[src/rtl/serial_add_sub.sv]
// -----------------------------------------------------------------------------
// serial_add_sub
// Digit-serial adder/subtractor. WIDTH-bit operands are processed DIGIT bits
// per clock, LSB digit first, through a DIGIT-bit ripple slice with a
// registered carry. Uses a start/busy/done handshake.
//
// Parameters:
//   WIDTH : operand/result width (>= 2)
//   DIGIT : bits processed per cycle (WIDTH % DIGIT == 0)
//
// Ports:
//   clk, reset   : rising-edge clock, asynchronous active-high reset
//   start        : request, sampled in IDLE or DONE
//   a, b         : operands, captured on accept
//   sub, cin     : 0 = add / 1 = subtract, carry-in / borrow-in
//   busy         : computation in progress
//   done         : one-cycle pulse, results valid
//   z            : result
//   cout         : carry-out (add) / not-borrow (sub)
//   ovf          : two's-complement overflow
//   zero, neg    : result flags, present only with SERIAL_ADD_FLAGS_EN
//
// Optional feature macro: SERIAL_ADD_FLAGS_EN
// -----------------------------------------------------------------------------
module serial_add_sub #(
    parameter int unsigned WIDTH = 32,
    parameter int unsigned DIGIT = 1
) (
    input  logic             clk,
    input  logic             reset,
    input  logic             start,
    input  logic [WIDTH-1:0] a,
    input  logic [WIDTH-1:0] b,
    input  logic             sub,
    input  logic             cin,
    output logic             busy,
    output logic             done,
    output logic [WIDTH-1:0] z,
    output logic             cout,
    output logic             ovf
`ifdef SERIAL_ADD_FLAGS_EN
    ,
    output logic             zero,
    output logic             neg
`endif
);

    localparam int unsigned N  = WIDTH / DIGIT;
    localparam int unsigned CW = (N > 1) ? $clog2(N) : 1;
    localparam int unsigned DW = DIGIT + 1;

    // Elaboration-time parameter legality
    generate
        if (WIDTH < 2 || DIGIT == 0 || (WIDTH % DIGIT) != 0) begin : g_bad_params
            $error("serial_add_sub: WIDTH must be >= 2 and a multiple of DIGIT");
        end
    endgenerate

    typedef enum logic [1:0] {
        S_IDLE = 2'd0,
        S_RUN  = 2'd1,
        S_DONE = 2'd2
    } state_t;

    state_t           r_state;
    logic [WIDTH-1:0] r_a;
    logic [WIDTH-1:0] r_b;
    logic [WIDTH-1:0] r_sum;
    logic             r_carry;
    logic [CW-1:0]    r_cnt;
    logic             r_busy;
    logic             r_done;
    logic [WIDTH-1:0] r_z;
    logic             r_cout;
    logic             r_ovf;

    logic [DIGIT-1:0] w_a_dig;
    logic [DIGIT-1:0] w_b_dig;
    logic [DIGIT-1:0] w_s_dig;
    logic [DIGIT:0]   w_slice;
    logic             w_c_msb;
    logic             w_last;
    logic [WIDTH-1:0] w_sum_next;

    // Ripple slice on the current (lowest) digit of the shifting operands
    assign w_a_dig = r_a[DIGIT-1:0];
    assign w_b_dig = r_b[DIGIT-1:0];
    assign w_slice = {1'b0, w_a_dig} + {1'b0, w_b_dig} + DW'(r_carry);
    assign w_s_dig = w_slice[DIGIT-1:0];
    // Carry into the top bit of the slice, recovered from its sum bit
    assign w_c_msb = w_slice[DIGIT-1] ^ w_a_dig[DIGIT-1] ^ w_b_dig[DIGIT-1];
    assign w_last  = (r_cnt == CW'(N - 1));
    // New digit enters at the top; after N shifts the LSB digit sits at bit 0
    assign w_sum_next = (r_sum >> DIGIT) | (WIDTH'(w_s_dig) << (WIDTH - DIGIT));

`ifdef SERIAL_ADD_FLAGS_EN
    logic r_nz;
    logic r_zero;
    logic r_neg;
    logic w_nz_next;

    // Sticky "some digit was nonzero" avoids a wide NOR on z
    assign w_nz_next = r_nz | (|w_s_dig);
    assign zero      = r_zero;
    assign neg       = r_neg;
`endif

    // Control FSM and datapath registers
    always_ff @(posedge clk or posedge reset) begin
        if (reset) begin
            r_state <= S_IDLE;
            r_a     <= '0;
            r_b     <= '0;
            r_sum   <= '0;
            r_carry <= 1'b0;
            r_cnt   <= '0;
            r_busy  <= 1'b0;
            r_done  <= 1'b0;
            r_z     <= '0;
            r_cout  <= 1'b0;
            r_ovf   <= 1'b0;
`ifdef SERIAL_ADD_FLAGS_EN
            r_nz    <= 1'b0;
            r_zero  <= 1'b0;
            r_neg   <= 1'b0;
`endif
        end else begin
            case (r_state)
                S_IDLE, S_DONE: begin
                    r_done <= 1'b0;
                    if (start) begin
                        r_state <= S_RUN;
                        r_busy  <= 1'b1;
                        r_a     <= a;
                        r_b     <= sub ? ~b : b;
                        r_carry <= sub ? ~cin : cin;
                        r_cnt   <= '0;
                        r_sum   <= '0;
`ifdef SERIAL_ADD_FLAGS_EN
                        r_nz    <= 1'b0;
`endif
                    end else begin
                        r_state <= S_IDLE;
                        r_busy  <= 1'b0;
                    end
                end
                S_RUN: begin
                    r_a     <= r_a >> DIGIT;
                    r_b     <= r_b >> DIGIT;
                    r_sum   <= w_sum_next;
                    r_carry <= w_slice[DIGIT];
                    r_cnt   <= r_cnt + CW'(1);
`ifdef SERIAL_ADD_FLAGS_EN
                    r_nz    <= w_nz_next;
`endif
                    if (w_last) begin
                        r_state <= S_DONE;
                        r_busy  <= 1'b0;
                        r_done  <= 1'b1;
                        r_z     <= w_sum_next;
                        r_cout  <= w_slice[DIGIT];
                        r_ovf   <= w_c_msb ^ w_slice[DIGIT];
`ifdef SERIAL_ADD_FLAGS_EN
                        r_zero  <= ~w_nz_next;
                        r_neg   <= w_sum_next[WIDTH-1];
`endif
                    end
                end
                default: begin
                    r_state <= S_IDLE;
                    r_busy  <= 1'b0;
                    r_done  <= 1'b0;
                end
            endcase
        end
    end

    assign busy = r_busy;
    assign done = r_done;
    assign z    = r_z;
    assign cout = r_cout;
    assign ovf  = r_ovf;

endmodule

[config.mk]
export PLATFORM = sky130hd
export DESIGN_NAME = serial_add_sub
export DESIGN_NICKNAME = d
export VERILOG_FILES = /design/src/rtl/serial_add_sub.sv
export SDC_FILE = /design/constraint.sdc
export NUM_CORES = 1
export LEC_CHECK = 0
export ABC_AREA = 1
export CAP_MARGIN = 20
export CORE_ASPECT_RATIO = 1.25
export CORE_UTILIZATION = 44
export CTS_CLUSTER_DIAMETER = 30
export DETAILED_ROUTE_END_ITERATION = 16
export PLACE_DENSITY = 0.7
export SETUP_SLACK_MARGIN = 0.4
export SLEW_MARGIN = 20
export SYNTH_ARGS = -nofsm -noshare
export SYNTH_HDL_FRONTEND = slang
export SYNTH_SLANG_ARGS = --single-unit
[constraint.sdc]
create_clock -name clk -period 5.55 [get_ports clk]
set_clock_uncertainty 0.15 [all_clocks]
set_input_delay 1.11 -clock clk [delete_from_list [all_inputs] [get_ports clk]]
set_output_delay 1.11 -clock clk [all_outputs]
set_load 0.01 [all_outputs]
# After elaboration in Yosys (flattened, before gate mapping)
# Index checks and enable logic that the tools add are counted.
# classes
add_sub_neg	3
n_eq_ne	5
muxes	20
bitwise	6
n_reduce_logical	5
# ops
op	n
32-bit case mux with 2 select lines	3
32-bit two-way mux	4
32-bit NOT	1
31-bit by 32-bit OR with 32-bit output	1
5-bit case mux with 2 select lines	1
1-bit two-way mux	7
5-bit by 1-bit adder with 5-bit output, second input constant	1
5-bit == test, second input constant	1
5-bit two-way mux	1
2-bit inequality test, second input constant	2
1-bit case mux with 2 select lines	2
2-bit case mux with 2 select lines	1
2-bit AND reduction	2
1-bit XOR	3
1-bit by 1-bit adder with 2-bit output	1
2-bit by 1-bit adder with 2-bit output	1
2-bit by 1-bit == test with 1-bit output, second input constant	1
2-bit == test, second input constant	1
2-bit zero test	1
2-bit two-way mux	1
2-bit nonzero test	1
2-bit OR reduction	1
1-bit NOT	1
# word_totals
register_bits	140
input_bits	69
out_inout_bits	36
elab_cells	50

# Longest topological paths before layout
# logic_depth
ltp_word	5
ltp_mapped	11
mapped_depth_nobuf	9

# Worst setup path before layout
# No wires, ideal clock.
# synth_timing
path_type	input -> register
from	in sub
to	reg r_b[10]
arrival_time_ns	1.729
setup_slack_ns	3.547
cell_stages	5
path_buffers	2
path_cell_list	buf_2 buf_2 xor2_1 nand2_1 nand3_1
# synth_between
elab_chain_len	3
# synth_lines
element	line_no	source
from (decl)	34	input logic sub,
32-bit two-way mux	135	r_b <= sub ? ~b : b;
32-bit two-way mux	131	if (start) begin
32-bit case mux with 2 select lines	128	case (r_state)
to (signal assigned)	135	
to (signal assigned)	149	r_b <= r_b >> DIGIT;
to (decl)	67	logic [WIDTH-1:0] r_b;
# Every way passes these cells. The select of a mux whose other input is x is not followed.
# A chain may end at the register's enable or synchronous reset.

# Worst setup path after layout
# layout_timing
from	in start
to	reg r_b[31]
# layout_between
elab_chain_len	2
# layout_lines
element	line_no	source
from (decl)	31	input logic start,
2-bit inequality test (no line)	n/a	
2-bit AND reduction (no line)	n/a	
# Every way passes these cells.

==> flow_metrics.env <==
export IMPL_outcome="completed"
export IMPL_fp_dieH_um=132
export IMPL_drt_vias_per_instance=4.96
export IMPL_wl_per_cell_um=12.8
export IMPL_num_rows=47
export IMPL_initial_core_util=0.451
export IMPL_syn_avg_cell_area_um2=9.10
export IMPL_critPathArrivalTime_ps=2810
export IMPL_peakVddDrop_mv=0.274
export IMPL_p_leak_uw=0.00358
export IMPL_synthToLayoutAreaGrowth_pct=27.7
export IMPL_hold_ws_ps=328
export IMPL_post_route_min_period_ps=2640
export IMPL_setup_viol=0
export IMPL_grt_pass1_wl_um=20400
export IMPL_numCtsBuffers=17
export IMPL_cts_resized_gates=0
export IMPL_final_net_count=812
export IMPL_tightest_slew_ps=1010
export IMPL_crit_path_start="start"
export IMPL_syn_area_um2=5930
export IMPL_cap_violations=0
export IMPL_fin_util=0.575
export IMPL_gp_congestion=0.762
export IMPL_yosysSeqAreaShare=0.582
export IMPL_cts_hold_buf=0
export IMPL_reg2regPathDepth=9
export IMPL_diodes=0
export IMPL_gr_usage_met2=0.297
export IMPL_first_iter_violations=262
export IMPL_cts_buffer_depth=2
export IMPL_overflow=0
export IMPL_regToRegStartpoint="r_cnt[0]$_DFFE_PP0P_"
export IMPL_wirelength_um=11900
export IMPL_synth_seq_cells=138
export IMPL_pin_count=105
export IMPL_grt_busiest_layer="met2"
export IMPL_grt_use_total=0.184
export IMPL_clock_sinks=138
export IMPL_powerDensity_nw_per_um2=579
export IMPL_start_kind="input pin"
export IMPL_clock_fmax_mhz=379
export IMPL_cts_tree="yes"
export IMPL_critical_path_class="in2reg"
export IMPL_grt_pass1_vias=4457
export IMPL_min_path_cells=2
export IMPL_rr_endpoint="z[10]$_DFFE_PP0P_"
export IMPL_drc=0
export IMPL_grt_max_degree=103
export IMPL_drtPass1Iterations=5
export IMPL_postCtsSetupBuffers=0
export IMPL_syn_inst=652
export IMPL_path_clk_slew_ps=60
export IMPL_yosysWarnings=0
export IMPL_drv_slew=0
export IMPL_hold_viol=0
export IMPL_drive_above_1_share=0.0611
export IMPL_slew_limit_headroom=0.323
export IMPL_core_um2=13200
export IMPL_dieArea_um2=14000
export IMPL_cts_root_buf="clkbuf_16"
export IMPL_path_max_fanout=41
export IMPL_die_w_um=106
export IMPL_p_total_uw=4390
export IMPL_cp_required_ps=5720
export IMPL_timing_final_crit_share=0.476
export IMPL_clock_latency_ps=410
export IMPL_synth_distinct_cells=25
export IMPL_antenna_found_initial=0
export IMPL_endpoint="r_b[31]$_DFFE_PP0P_"
export IMPL_dp_hpwl_um=7630
export IMPL_critPathCaptureType="flip-flop"
export IMPL_rsz0062_at_grt="no"
export IMPL_grt_use_met1=0.231
export IMPL_r2r_slack_ps=3160
export IMPL_port_buffers=104
export IMPL_vias=4579
export IMPL_hp_class="reg2reg"
export IMPL_ant_nets=0
export IMPL_grt_use_met3=0.0564
export IMPL_finalSetupTns_ps=0
export IMPL_htreeDepth=4
export IMPL_syn_nets=724
==> worst max-delay path, stage by stage <==
cell             delay [ps]
clkdlybuf4s50_1         440
nand2_4                 120
nand2_4                 220
inv_2                   460
buf_12                  270
nand2_1                  60
o21ai_0                  80
==> routing by layer <==
layer	up-vias	share of wire
met4	0	0.018
met3	18	0.050
met5	-	0
met2	116	0.48
met1	2186	0.45
li1	2259	-
==> synth_stat cells <==
master	n	area, um2
o21ai_1	26	130
xnor2_1	1	8.76
nor3_1	1	5.00
a21oi_1	2	10.0
nor2_4	1	11.3
o22ai_1	31	194
inv_2	5	18.8
ha_1	2	25.0
dfrtp_1	138	3450
o21ai_0	7	35.0
clkbuf_1	8	30.0
nand2_1	250	938
buf_4	5	37.5
inv_1	41	154
o21ai_2	4	35.0
fa_1	1	20.0
xor2_1	32	280
nor2_1	4	15.0
o211ai_1	1	7.51
nand3_1	65	325
buf_1	3	11.3
buf_2	12	60.1
nand2_4	3	33.8
buf_6	8	90.1
clkbuf_2	1	5.00
==> logic make-up (layout without fill, tap and decap cells) <==
kind of cell / Yosys count / after routing / share of synthesized area
adder cells (fa/ha/maj): 3 / 3 / 0.00759
AND/OR/NAND/NOR: 324 / 324 / 0.224
AO/OA/AOI/OAI: 71 / 71 / 0.0694
XOR/XNOR: 33 / 33 / 0.0487
flip-flops: 138 / 138 / 0.582
buffers and inverters: 83 / 184 / 0.0685
==> power breakdown <==
part / internal [uW] / switching, uW
Combinational: 674 / 869
Clock: 717 / 412
Sequential: 1480 / 236
Total: 2870 / 1520
==> worst min-delay path by stage <==
stage,slack (ps),startpoint,end
finish,330,z[16]$_DFFE_PP0P_,z[16]$_DFFE_PP0P_
floorplan,290,r_a[31]$_DFFE_PP0P_,r_a[31]$_DFFE_PP0P_
global placement,310,r_a[31]$_DFFE_PP0P_,r_a[31]$_DFFE_PP0P_
detailed placement,320,r_a[6]$_DFFE_PP0P_,r_a[6]$_DFFE_PP0P_
global route,350,r_a[31]$_DFFE_PP0P_,r_a[31]$_DFFE_PP0P_
CTS,330,r_cnt[4]$_DFFE_PP0P_,r_cnt[4]$_DFFE_PP0P_
==> sequential cells by signal (all words and copies together), names as in the netlist <==
name,cells
busy,1
cout,1
ovf,1
r_a,32
r_b,32
r_carry,1
r_cnt,5
r_state,2
r_sum,31
z,32
==> cell type report <==
class / instances / area [um2]
well taps: 171 / 214
clock inverters: 11 / 145
multi-input cells: 431 / 2070
inverters: 46 / 179
fillers: 1210 / 5590
flip-flops and latches: 138 / 3450
repair buffers: 106 / 1060
clock buffers: 21 / 450
==> through the flow <==
| stage | std cells | setup slack [ps] | cell area (um2) |
|---|---|---|---|
| 2_1_floorplan | 652 | 594 | 5930 |
| 6_report | 924 | 2910 | 7580 |
| 3_3_place_gp | 891 | 2290 | 6960 |
| 5_1_grt | 924 | 2830 | 7580 |
| 4_1_cts | 923 | 2640 | 7560 |
| 3_5_place_dp | 891 | 2260 | 6960 |
==> cells in the final DEF (no fill, tap or decap), types with 2 or more instances in the layout <==
| cell | n |
|---|---|
| o22ai_1 | 31 |
| inv_2 | 4 |
| o21ai_1 | 26 |
| dfrtp_1 | 138 |
| clkinv_2 | 4 |
| clkbuf_1 | 3 |
| o21ai_0 | 7 |
| xor2_1 | 32 |
| nand2_1 | 250 |
| clkinvlp_4 | 3 |
| clkbuf_16 | 17 |
| o21ai_2 | 4 |
| clkdlybuf4s50_1 | 103 |
| inv_1 | 40 |
| nor2_1 | 4 |
| bufinv_16 | 3 |
| nand2_4 | 3 |
| ha_1 | 2 |
| a21oi_1 | 2 |
| nand3_1 | 65 |
| inv_6 | 2 |
Note: power is estimated with default switching activity, not from simulation.
